## config.mk

```make
export PLATFORM = sky130hd
export DESIGN_NAME = vlc_occ_sched
export DESIGN_NICKNAME = d
export VERILOG_FILES = /design/src/rtl/vlc_occ_sched_pkg.sv /design/src/rtl/vlc_tok_fifo.sv /design/src/rtl/vlc_occ_sched.sv
export SDC_FILE = /design/constraint.sdc
export NUM_CORES = 1
export LEC_CHECK = 0
export BUFFER_PORTS_ARGS = -buffer_cell sky130_fd_sc_hd__buf_4
export CAP_MARGIN = 30
export CORE_MARGIN = 4
export CORE_UTILIZATION = 39
export DETAILED_ROUTE_END_ITERATION = 6
export PLACE_DENSITY = 0.65
export SYNTH_ARGS = -nofsm -noshare
export SYNTH_HDL_FRONTEND = slang
export SYNTH_SLANG_ARGS = --single-unit
```

## constraint.sdc

```tcl
create_clock -name clk -period 3 [get_ports clk]
set_input_delay 0.15 -clock clk [delete_from_list [all_inputs] [get_ports clk]]
set_output_delay 0.15 -clock clk [all_outputs]
set_load 0.02 [all_outputs]
```

## src/rtl/vlc_occ_sched_pkg.sv

```systemverilog
// ---------------------------------------------------------------------------
// vlc_occ_sched_pkg
// Shared definitions for the run/level occurrence scheduler:
//   - THIRD_FIELD_SIZE : default width of run/level values and log data
//   - OCC_RUN/OCC_LEVEL: occurrence type driven on log_type
//   - sch_state_t      : scheduler FSM encoding (IDLE/RUN/LEVEL)
// ---------------------------------------------------------------------------
`timescale 1ns/1ps

package vlc_occ_sched_pkg;

    localparam int THIRD_FIELD_SIZE = 8;

    localparam logic OCC_RUN   = 1'b0;
    localparam logic OCC_LEVEL = 1'b1;

    typedef enum logic [1:0] {
        SCH_IDLE  = 2'd0,
        SCH_RUN   = 2'd1,
        SCH_LEVEL = 2'd2
    } sch_state_t;

endpackage

```

## src/rtl/vlc_tok_fifo.sv

```systemverilog
// ---------------------------------------------------------------------------
// vlc_tok_fifo
// Synchronous show-ahead FIFO holding packed {last, run, level} tokens.
// Ports:
//   clk, rst        : clock, synchronous active-low reset (empties the FIFO)
//   i_push, i_din   : write request and data (ignored when full)
//   i_pop           : read request (ignored when empty)
//   o_dout          : head entry, valid whenever o_empty is low
//   o_full, o_empty : occupancy flags
// ---------------------------------------------------------------------------
`timescale 1ns/1ps

module vlc_tok_fifo #(
    parameter int W     = 17,
    parameter int DEPTH = 4
) (
    input  logic         clk,
    input  logic         rst,
    input  logic         i_push,
    input  logic [W-1:0] i_din,
    input  logic         i_pop,
    output logic [W-1:0] o_dout,
    output logic         o_full,
    output logic         o_empty
);

    localparam int AW = $clog2(DEPTH);

    logic [W-1:0] r_mem [DEPTH];
    // One extra pointer bit distinguishes full from empty when indices match.
    logic [AW:0]  r_wr_ptr;
    logic [AW:0]  r_rd_ptr;
    logic         w_do_push;
    logic         w_do_pop;

    assign w_do_push = i_push && !o_full;
    assign w_do_pop  = i_pop && !o_empty;

    always_ff @(posedge clk) begin
        if (!rst) begin
            r_wr_ptr <= '0;
            r_rd_ptr <= '0;
        end else begin
            if (w_do_push) r_wr_ptr <= r_wr_ptr + (AW+1)'(1);
            if (w_do_pop)  r_rd_ptr <= r_rd_ptr + (AW+1)'(1);
        end
    end

    always_ff @(posedge clk) begin
        if (w_do_push) r_mem[r_wr_ptr[AW-1:0]] <= i_din;
    end

    assign o_dout  = r_mem[r_rd_ptr[AW-1:0]];
    assign o_empty = (r_wr_ptr == r_rd_ptr);
    assign o_full  = (r_wr_ptr[AW] != r_rd_ptr[AW]) &&
                     (r_wr_ptr[AW-1:0] == r_rd_ptr[AW-1:0]);

endmodule

```

## src/rtl/vlc_occ_sched.sv

```systemverilog
// ---------------------------------------------------------------------------
// vlc_occ_sched
// Sequences buffered run/level tokens into the log datapath, one field per
// beat: a run beat (type 0) when run != 0, then the level beat (type 1).
// Ports:
//   clk, rst        : clock, synchronous active-low reset
//   tok_valid/ready : token handshake; tok_run, tok_level, tok_last payload
//   out_ready       : downstream accepts the current beat
//   log_din_valid, log_type, log_data : registered beat to the log block
//   blk_done, blk_beats : end-of-block pulse and beat count of that block
//   err_zero_level  : sticky flag, a token with level 0 was accepted
//   busy            : FIFO non-empty or a beat is pending
//   dbg_state       : current scheduler FSM state
// Handshake: a transfer happens on a posedge where valid && ready are both
// high; a producer holds its payload stable while valid is high and ready low.
// ---------------------------------------------------------------------------
`timescale 1ns/1ps

module vlc_occ_sched
    import vlc_occ_sched_pkg::*;
#(
    parameter int DATA_W = THIRD_FIELD_SIZE,
    parameter int DEPTH  = 4,
    parameter int CNT_W  = 8
) (
    input  logic              clk,
    input  logic              rst,
    input  logic              tok_valid,
    output logic              tok_ready,
    input  logic [DATA_W-1:0] tok_run,
    input  logic [DATA_W-1:0] tok_level,
    input  logic              tok_last,
    input  logic              out_ready,
    output logic              log_din_valid,
    output logic              log_type,
    output logic [DATA_W-1:0] log_data,
    output logic              blk_done,
    output logic [CNT_W-1:0]  blk_beats,
    output logic              err_zero_level,
    output logic              busy,
    output logic [1:0]        dbg_state
);

    localparam int TOK_W = 2*DATA_W + 1;

    sch_state_t        r_state;
    sch_state_t        w_state_nxt;
    logic [DATA_W-1:0] r_cur_level;
    logic              r_cur_last;
    logic              r_log_valid;
    logic              r_log_type;
    logic [DATA_W-1:0] r_log_data;
    logic [CNT_W-1:0]  r_beat_cnt;
    logic              r_blk_done;
    logic [CNT_W-1:0]  r_blk_beats;
    logic              r_err;

    logic              w_full;
    logic              w_empty;
    logic              w_push;
    logic              w_pop;
    logic [TOK_W-1:0]  w_head;
    logic [DATA_W-1:0] w_head_run;
    logic [DATA_W-1:0] w_head_level;
    logic              w_head_last;
    logic              w_accept;
    logic              w_load;
    logic              w_clear;
    logic              w_ld_type;
    logic [DATA_W-1:0] w_ld_data;
    logic              w_blk_end;

    // Gated by rst so every output reads 0 while reset is held.
    assign tok_ready = rst && !w_full;
    assign w_push    = tok_valid && tok_ready;
    assign w_accept  = r_log_valid && out_ready;

    vlc_tok_fifo #(.W(TOK_W), .DEPTH(DEPTH)) u_fifo (
        .clk     (clk),
        .rst     (rst),
        .i_push  (w_push),
        .i_din   ({tok_last, tok_run, tok_level}),
        .i_pop   (w_pop),
        .o_dout  (w_head),
        .o_full  (w_full),
        .o_empty (w_empty)
    );

    assign w_head_last  = w_head[TOK_W-1];
    assign w_head_run   = w_head[2*DATA_W-1:DATA_W];
    assign w_head_level = w_head[DATA_W-1:0];

    // State register
    always_ff @(posedge clk) begin
        if (!rst) r_state <= SCH_IDLE;
        else      r_state <= w_state_nxt;
    end

    // Next-state logic; popping in LEVEL on accept keeps beats contiguous
    // across token boundaries.
    always_comb begin
        w_state_nxt = r_state;
        w_pop       = 1'b0;
        case (r_state)
            SCH_IDLE: begin
                if (!w_empty) begin
                    w_pop       = 1'b1;
                    w_state_nxt = (w_head_run != '0) ? SCH_RUN : SCH_LEVEL;
                end
            end
            SCH_RUN: begin
                if (w_accept) w_state_nxt = SCH_LEVEL;
            end
            SCH_LEVEL: begin
                if (w_accept) begin
                    if (!w_empty) begin
                        w_pop       = 1'b1;
                        w_state_nxt = (w_head_run != '0) ? SCH_RUN : SCH_LEVEL;
                    end else begin
                        w_state_nxt = SCH_IDLE;
                    end
                end
            end
            default: w_state_nxt = SCH_IDLE;
        endcase
    end

    // Output decode: which beat (if any) is loaded into the output register.
    always_comb begin
        w_load    = w_pop || ((r_state == SCH_RUN) && w_accept);
        w_clear   = (r_state == SCH_LEVEL) && w_accept && w_empty;
        w_ld_type = OCC_LEVEL;
        w_ld_data = r_cur_level;
        if (w_pop) begin
            if (w_head_run != '0) begin
                w_ld_type = OCC_RUN;
                w_ld_data = w_head_run;
            end else begin
                w_ld_type = OCC_LEVEL;
                w_ld_data = w_head_level;
            end
        end
    end

    always_ff @(posedge clk) begin
        if (!rst) begin
            r_log_valid <= 1'b0;
            r_log_type  <= 1'b0;
            r_log_data  <= '0;
            r_cur_level <= '0;
            r_cur_last  <= 1'b0;
        end else begin
            if (w_load) begin
                r_log_valid <= 1'b1;
                r_log_type  <= w_ld_type;
                r_log_data  <= w_ld_data;
            end else if (w_clear) begin
                r_log_valid <= 1'b0;
            end
            if (w_pop) begin
                r_cur_level <= w_head_level;
                r_cur_last  <= w_head_last;
            end
        end
    end

    // Block accounting: the level beat of a last token closes the block.
    assign w_blk_end = w_accept && (r_state == SCH_LEVEL) && r_cur_last;

    always_ff @(posedge clk) begin
        if (!rst) begin
            r_beat_cnt  <= '0;
            r_blk_done  <= 1'b0;
            r_blk_beats <= '0;
            r_err       <= 1'b0;
        end else begin
            r_blk_done <= w_blk_end;
            if (w_blk_end) begin
                r_blk_beats <= r_beat_cnt + CNT_W'(1);
                r_beat_cnt  <= '0;
            end else if (w_accept) begin
                r_beat_cnt  <= r_beat_cnt + CNT_W'(1);
            end
            if (w_push && (tok_level == '0)) r_err <= 1'b1;
        end
    end

    assign log_din_valid  = r_log_valid;
    assign log_type       = r_log_type;
    assign log_data       = r_log_data;
    assign blk_done       = r_blk_done;
    assign blk_beats      = r_blk_beats;
    assign err_zero_level = r_err;
    assign busy           = !w_empty || r_log_valid;
    assign dbg_state      = r_state;

endmodule
```

==> flow_metrics.py <==
metrics = {
    "placement": {
        "hpwl_um": 6490,
        "gp_congestion": 0.799,
        "place.port_buffers": 44,
        "pre_cts_ws_ns": 0.697,
    },
    "floorplanning": {
        "placementRows": 39,
        "coreArea_um2": 11600,
        "dieWidth_um": 117,
        "io_pins": 45,
        "initial_core_util_pct": 40.3,
        "die_y_um": 117,
        "die-area_um2": 13800,
    },
    "yosys": {
        "synth_area_um2": 4670,
        "yosys_warnings": 0,
        "synth_flop_cell": "edfxtp_1",
        "netlist-cell-type-count": 43,
        "ys_seq_area_share_pct": 63.9,
        "synth_seq_cells": 115,
        "synth_edf_count": 68,
        "synthCells": 332,
        "syn-num-nets": 359,
        "async_flop_share_pct": 0,
        "synth.avg_cell_area_um2": 14.1,
    },
    "clock_network": {
        "htreeDepth": 4,
        "post_cts_buffers": 0,
        "cts_num_sinks": 115,
        "cts_inserted_buffers": 17,
        "root_buffer": "clkbuf_16",
        "clk_latency_ns": 0.41,
        "clkTransAtPathRegs_ns": 0.05,
        "clk_path_buf_depth": 2,
        "cts_tree": "yes",
        "cts_resized": 0,
        "holdBufCountCts": 17,
    },
    "min_path": {
        "worst_hold_path_type": "input port to flip-flop",
        "min_from": "out_ready",
        "holdPathStages": 3,
        "holdPathEnd": "r_beat_cnt[1]",
    },
    "global_route": {
        "antenna_found_initial": 0,
        "use_met2_pct": 24.7,
        "grt_usage_pct": 15.3,
        "grt_pass1_wl_um": 16300,
        "overflow": 0,
        "grt.met3_usage_pct": 5.10,
        "use_met1_pct": 19.4,
        "grt_start_max_net_pins": 42,
        "top_usage_layer": "met2",
        "grt_pass1_vias": 3113,
    },
    "timing": {
        "fin_ws_ns": 0.712,
        "tightest_slew_ns": 0.525,
        "grt_setup_unrepaired": "false",
        "period_needed_ns": 2.29,
        "finalClockSkew_ns": 0.0141,
        "final-hold-violation-count": 0,
        "final.setup.tns_ns": 0,
        "fmax_mhz": 437,
        "finalCritPeriodShare_pct": 76.3,
        "slew_viol_final": 0,
        "setup_viol": 0,
        "slew_headroom_pct": 65.0,
    },
    "cells_and_area": {
        "nets": 432,
        "drive_above_1_share_pct": 26.1,
        "num_antenna_cells": 0,
        "areaGrowthSynthToFinish_pct": 27.4,
    },
    "setup_path": {
        "cp-start-kind": "flip-flop",
        "arrival_ns": 2.61,
        "rr_endpoint": "log_data[2]",
        "rrSetupSlack_ns": 0.71,
        "slowest_stage": "dfxtp_1",
        "cp_slowest_stage_delay_ns": 0.65,
        "path_cells": "mux4_2, nor4_4, nand2_2, and3_1, nor3_1",
        "required_ns": 3.33,
        "crit_fanout": 12,
        "rr_worst_depth": 5,
        "critPathKind": "flip-flop to flip-flop",
        "end_kind": "flip-flop",
    },
    "run": {
        "max_cap_viol_count": 0,
    },
    "power": {
        "total_power_uw": 5420,
        "power.density_nw_per_um2": 912,
        "p_leak_uw": 0.00227,
        "ir_worst_vdd_mv": 0.663,
    },
    "detailed_routing": {
        "viasPerCell": 5.18,
        "drc": 0,
        "wirelength_um": 9730,
        "via_count": 2906,
        "drtPass1Iterations": 4,
        "drt_iter0_markers": 157,
        "antenna_left": 0,
        "wl_per_cell_um": 17.4,
    },
    "run_status": {
        "outcome": "completed",
    },
}
[registers in the layout, indices dropped and copies added, names as in the netlist, 2 cells and up, named ones only]
name	flops
r_beat_cnt	8
blk_beats	8
u_fifo.r_wr_ptr	3
log_data	8
u_fifo.r_rd_ptr	3
dbg_state	2
u_fifo.r_mem	68
r_cur_level	8
[routing by layer]
layer	vias up	part of all wire, %
li1	1401	-
met1	1428	45
met2	66	50
met3	11	4.2
met4	0	1.3
met5	-	0
[worst max-delay path by stage]
stage / from / endpoint / slack [ns]
finish: flip-flop / log_data[2] / 0.71
global route: flip-flop / log_data[2] / 0.48
floorplan: u_fifo.r_wr_ptr[1] / u_fifo.r_mem[3][0] / 1.04
CTS: flip-flop / log_data[5] / 0.69
global placement: flip-flop / log_data[3] / 0.74
detailed placement: flip-flop / log_data[3] / 0.70
[cell usage in the layout (no fill, tap or decap), types with 2 or more instances in the layout]
cell           count
a21boi_1          10
a21oi_1            8
a31oi_1            2
and2_1            10
and3_1             4
buf_4             55
bufinv_16          4
clkbuf_16         17
clkinv_2           4
clkinvlp_4         4
dfxtp_1           47
dlygate4sd3_1     17
edfxtp_1          68
ha_1               6
inv_1              3
mux4_2            17
nand2_1           35
nand2b_1           2
nand3_1            8
nor2_1            10
nor2b_1            4
nor3_1             5
nor4_1             3
nor4_4             2
o211a_1           14
o21ai_0            4
o21ai_1           10
o22a_1             2
o22ai_1            6
xnor2_1           13
xor2_1             8
[area by class of cell]
class                      instances  area [um^2]
multi-input combinational        196         1570
clock buffer                      18          429
timing repair buffer              72          583
clock inverter                    14          188
sequential                       115         2980
tap                              143          179
fill                             971         5620
inverter                           3         11.3
[metrics by stage]
step	cell area [um^2]	std cells	util, %	hold WS (ns)
floorplan	4670	332	-	0.249
global placement	5160	512	44.6	0.351
detailed placement	5160	512	44.6	0.357
CTS	5950	561	51.4	0.0569
global route	5950	561	51.4	0.0722
finish	5950	561	51.4	0.0718
[Yosys cell counts, types with 10 or more instances]
cell type,n,area (um^2)
a21boi_1,10,75.1
and2_1,10,62.6
clkbuf_1,11,41.3
dfxtp_1,47,941
edfxtp_1,68,2040
mux4_2,17,383
nand2_1,35,131
nor2_1,10,37.5
o211a_1,14,140
o21ai_1,10,50.1
xnor2_1,13,114
[power breakdown]
group	leakage (uW)	switching, uW	internal [uW]	total (uW)
Sequential	0.00100	180	1840	2020
Clock	0.000292	695	1380	2080
Combinational	0.000974	708	619	1330
[cell families after synthesis]
family          Yosys count  share of synthesized area [%]
mux                      18                           8.42
buf+inv                  21                           2.36
simple gates             88                           9.79
xor+xnor                 21                           3.94
flops                   115                           63.9
compound gates           62                           9.73
fa+ha+maj                 7                           1.82
[worst max-delay path: cells and delay by family, from the launching register on]
family,cells,cell delay [ns]
AND/OR/NAND/NOR,4,0.93
flip-flops,1,0.65
multiplexers,1,0.62
No activity file was read; power rests on OpenSTA's default activity.
